`src/rtl/rgb_pixel_fifo.sv`:
```
// First-word-fall-through elastic buffer for 24-bit classified RGB pixels.
// Drops pushes while full (unless a pop frees a slot) and flags the loss in a sticky overflow bit.
module rgb_pixel_fifo #(
  parameter int unsigned ADDR_W = 4
) (
  input  logic              sys_clk,
  input  logic              sys_rst,
  input  logic              data_in_valid,
  input  logic [7:0]        r_data_in,
  input  logic [7:0]        g_data_in,
  input  logic [7:0]        b_data_in,
  input  logic              data_out_ack,
  input  logic              ovf_clr,
  output logic [7:0]        r_data_out,
  output logic [7:0]        g_data_out,
  output logic [7:0]        b_data_out,
  output logic              data_out_valid,
  output logic              full,
  output logic [ADDR_W:0]   level,
  output logic              overflow
);

  localparam logic [ADDR_W:0] DEPTH = {1'b1, {ADDR_W{1'b0}}};

  logic [23:0]       r_mem [2**ADDR_W];
  logic [ADDR_W-1:0] r_wr_ptr;
  logic [ADDR_W-1:0] r_rd_ptr;
  logic [ADDR_W:0]   r_level;
  logic              r_overflow;
  logic [23:0]       r_last;

  logic        w_empty;
  logic        w_full;
  logic        w_pop;
  logic        w_push;
  logic        w_drop;
  logic [23:0] w_head;

  assign w_empty = (r_level == '0);
  assign w_full  = (r_level == DEPTH);
  assign w_pop   = data_out_ack && !w_empty;
  assign w_push  = data_in_valid && (!w_full || w_pop);
  assign w_drop  = data_in_valid && w_full && !w_pop;
  assign w_head  = r_mem[r_rd_ptr];

  always_ff @(posedge sys_clk) begin
    if (!sys_rst && w_push) begin
      r_mem[r_wr_ptr] <= {r_data_in, g_data_in, b_data_in};
    end
  end

  always_ff @(posedge sys_clk) begin
    if (sys_rst) begin
      r_wr_ptr   <= '0;
      r_rd_ptr   <= '0;
      r_level    <= '0;
      r_overflow <= 1'b0;
      r_last     <= '0;
    end else begin
      if (w_push) r_wr_ptr <= r_wr_ptr + 1'b1;
      if (w_pop)  r_rd_ptr <= r_rd_ptr + 1'b1;
      case ({w_push, w_pop})
        2'b10:   r_level <= r_level + 1'b1;
        2'b01:   r_level <= r_level - 1'b1;
        default: r_level <= r_level;
      endcase
      // A dropped push outranks a clear in the same cycle.
      if (w_drop)       r_overflow <= 1'b1;
      else if (ovf_clr) r_overflow <= 1'b0;
      // Remember the displayed head so the outputs hold once the FIFO drains.
      if (!w_empty) r_last <= w_head;
    end
  end

  assign {r_data_out, g_data_out, b_data_out} = w_empty ? r_last : w_head;
  assign data_out_valid = !w_empty;
  assign full           = w_full;
  assign level          = r_level;
  assign overflow       = r_overflow;

endmodule
```
`config.mk`:
```
export PLATFORM = sky130hd
export DESIGN_NAME = rgb_pixel_fifo
export DESIGN_NICKNAME = d
export VERILOG_FILES = /design/src/rtl/rgb_pixel_fifo.sv
export SDC_FILE = /design/constraint.sdc
export NUM_CORES = 1
export LEC_CHECK = 0
export ABC_AREA = 1
export BUFFER_PORTS_ARGS = -buffer_cell sky130_fd_sc_hd__buf_2
export CAP_MARGIN = 20
export CORE_MARGIN = 8
export CORE_UTILIZATION = 54
export CTS_CLUSTER_DIAMETER = 80
export DETAILED_ROUTE_END_ITERATION = 10
export GPL_ROUTABILITY_DRIVEN = 0
export HOLD_SLACK_MARGIN = 0.08
export PLACE_DENSITY_LB_ADDON = 0.2
export SLEW_MARGIN = 40
export SYNTH_ARGS = -nofsm -noshare
export SYNTH_HDL_FRONTEND = slang
export SYNTH_SLANG_ARGS = --single-unit
```
`constraint.sdc`:
```
create_clock -name sys_clk -period 2.5 [get_ports sys_clk]
set_input_delay 0.5 -clock sys_clk [delete_from_list [all_inputs] [get_ports sys_clk]]
set_output_delay 0.5 -clock sys_clk [all_outputs]
set_load 0.01 [all_outputs]
```
==> flow_summary.toml <==
[sta]
period_minus_slack_ns = 2.747
slew-limit-headroom_pct = 68.52
setup_repair_after_global_routing_missed_its_margin = "yes"
timing.hold.ws_ns = 0.2160
drv_slew = 0
finalSetupViolCount = 24
timing.clock.skew_ns = 0.01506
total_count_of_hold_check_failures_in_the_final_report = 0
setup_slack_ns = -0.2470
fmaxAchievable_mhz = 364.0
period_share_pct = 109.9
finalSetupTns_ns = -4.397
tightest_slew_ns = 0.4709

[global_route]
first_global_vias = 10770
grt.total_usage_pct = 22.17
globalRoute.totalOverflow = 0
grt_antenna_before_repair = 2
grt_max_degree = 73
grt_first_pass_wirelength_um = 63940

[critical_path]
path_delay_family = "buffers and inverters"
worst_path_buffer_plus_inverter_count = 4
element_type_at_the_critical_path_end = "primary output"
cpPeakStageDelay_ns = 0.38
critical_path.cell_chain = "buf_12 > buf_6 > buf_16 > nor2_1 > nor2_1 > o21ai_0 > o21ai_1 > o211ai_1 > nand2_1 > nand2_2 > nand2_1 > buf_2"
crit_slowest_cell = "dfxtp_4"
worstSetupPathType = "flip-flop to primary output"
timing.critical_path.arrival_ns = 2.25
critPathRequiredTime_ns = 2.00
reg2reg_slack_ns = 0.28
critPathMaxFanout = 14
worstSetupStartpointType = "flip-flop"

[status]
run_status = "complete, but fails checks"
violations = "negative setup slack"

[floorplanning]
die_h_um = 193.4
effective_utilization_at_floorplan_pct = 54.27
i_o_pin_cnt = 61
placement_rows = 65
floorplan.die_area_mm2 = 0.03740
die_x_um = 193.4
core-area_mm2 = 0.03131

[cts]
cts.htree.levels = 2
cts-root-to-sink-buffers = 3
cts_made_buffers = 43
cts.clk_slew.worst_paths_ns = 0.06
clk_latency_ns = 0.54
ctsRootBufferMaster = "clkbuf_16"
cts_hold_repair_buffers = 0
cts_tree = "yes"
clock_sink_count = 426

[power]
power_density_mw_per_mm2 = 924.3
power_mw = 18.85
power_leakage_nw = 7.027
vdd_ir_drop_max_uv = 464.1

[synthesis]
synth.net_count = 1427
ys_ff_latch = 426
synth_enable_flop_cells = 384
postSynthAreaPerCell_um2 = 12.22
netlist_instances = 1391
number_of_distinct_standard_cells_referenced_by_the_synthesized_netlist = 26
syn_area_mm2 = 0.01699
synth-seq-area-share_pct = 72.81
ys_async_sr_fraction_pct = 0
yosys_warnings = 0
yosys_most_used_dff = "edfxtp_1"

[placement]
place_hpwl_um = 23040
dpl_worst_slack_ns = 0.1957
count_of_buffers_inserted_at_the_top_level_ports = 60
numPlacedInstances = 1827
dpl-instance-area_mm2 = 0.01832

[detailed_routing]
route.final.wire_length_um = 43070
drt.antenna.violating_nets = 0
drt-initial-drc-count = 1098
detail_route.wl_per_cell_um = 22.30
route.vias.total = 11410
drtPass1Iterations = 5
via_per_inst = 5.909
route.detailed.drc = 0

[layout]
mostFrequentLayoutCells = "edfxtp_1 (384), nor2_1 (290), o21ai_0 (175), o211ai_1 (97), nand2_1 (92)"
nets = 1530
layout.cell_area.non_filler_mm2 = 0.02039
multi_input_logic_area_mm2 = 0.004314
layout_commonest_cell = "edfxtp_1"
post_layout_nonfiller_instances = 1931
final_util_pct = 65.12
sequential_cell_area_mm2 = 0.01238
share_of_cells_above_drive_strength_1_pct = 18.99
syn2layout_area_growth_pct = 20.00
nFillCells = 2305

[hold_path]
min-delay-path-class = "input pin to flip-flop"

[job]
max_cap_violations = 0
==> kinds of logic after synthesis <==
logic type / after synthesis / synth area share, %
AND/OR/NAND/NOR: 483 / 11.01
buffers and inverters: 116 / 3.240
flip-flops: 426 / 72.81
adder cells (fa/ha/maj): 7 / 0.5154
XOR/XNOR: 1 / 0.05155
AO/OA/AOI/OAI: 358 / 12.38
==> worst register-to-register path, stage by stage (launching register included) <==
cell and delay (ns):
dfxtp_1 0.39, nor2_1 0.08, nand3_1 0.15, buf_4 0.38, nand4_1 0.22, nand2_1 0.14
inv_1 0.05, ha_1 0.17, inv_1 0.05, nand2_1 0.09, nand4_1 0.09, nand3_1 0.10
a21oi_1 0.16, nor2_1 0.06
==> Yosys cell counts, types with 2 or more instances <==
cell | number | area, um^2
a21oi_1 | 18 | 90.09
a21oi_2 | 16 | 140.1
buf_1 | 9 | 33.78
buf_2 | 19 | 95.09
buf_4 | 2 | 15.01
buf_6 | 9 | 101.4
clkbuf_1 | 47 | 176.4
dfxtp_1 | 42 | 840.8
edfxtp_1 | 384 | 11530
ha_1 | 7 | 87.58
inv_1 | 27 | 101.4
nand2_1 | 123 | 461.7
nand3_1 | 36 | 180.2
nand4_1 | 4 | 25.02
nor2_1 | 319 | 1197
o211ai_1 | 97 | 728.2
o21ai_0 | 203 | 1016
o21ai_1 | 21 | 105.1
==> power breakdown <==
| group | internal, mW | total, mW | switching, mW |
|---|---|---|---|
| Clock | 4.02 | 6.61 | 2.59 |
| Combinational | 1.59 | 4.16 | 2.57 |
| Sequential | 7.98 | 8.07 | 0.0899 |
| Total | 13.6 | 18.8 | 5.25 |
==> layer usage <==
metal	routed length [um]	vias to the layer above	share of wire, %	global-route usage (%)
met5	0	-	0	0
li1	-	5229	-	-
met1	18050	5581	42	30.17
met2	20470	518	48	35.40
met4	978	0	2.3	7.583
met3	3564	83	8.3	4.443
==> final timing paths <==
check	startpoint	to	depth (start not counted)
worst min register to register	overflow$_SDFFE_PP0P_	overflow$_SDFFE_PP0P_	2
worst max-delay path	flip-flop	b_data_out[3]	12
worst max register to register	level[2]$_SDFFE_PP0P_	level[4]$_SDFFE_PP0P_	13
worst min-delay path	ovf_clr	overflow$_SDFFE_PP0P_	4
==> registers in the layout, indices dropped and copies added, names as in the netlist, named ones only <==
name and flops:
level 5, overflow 1, r_wr_ptr 4, r_last 24, r_mem 384, r_rd_ptr 4
==> timing repair <==
| item | in CTS | in global routing |
|---|---|---|
| pin swaps | 25 | 19 |
| resized for setup | 62 | 37 |
| cloned | 8 | 4 |
| endpoints found under the setup margin | 24 | 24 |
| hold endpoints to repair | 0 | 0 |
| buffers inserted | 9 | 3 |
==> final cells by class <==
cell class	instances	share of cell area, %
clock buffers	53	5.510
repair buffers	145	7.965
diodes	2	0.02454
flip-flops and latches	426	60.72
multi-input cells	849	21.16
inverters	29	0.5707
clock inverters	25	1.589
well taps	402	2.467
(Power assumes the default switching activity.)
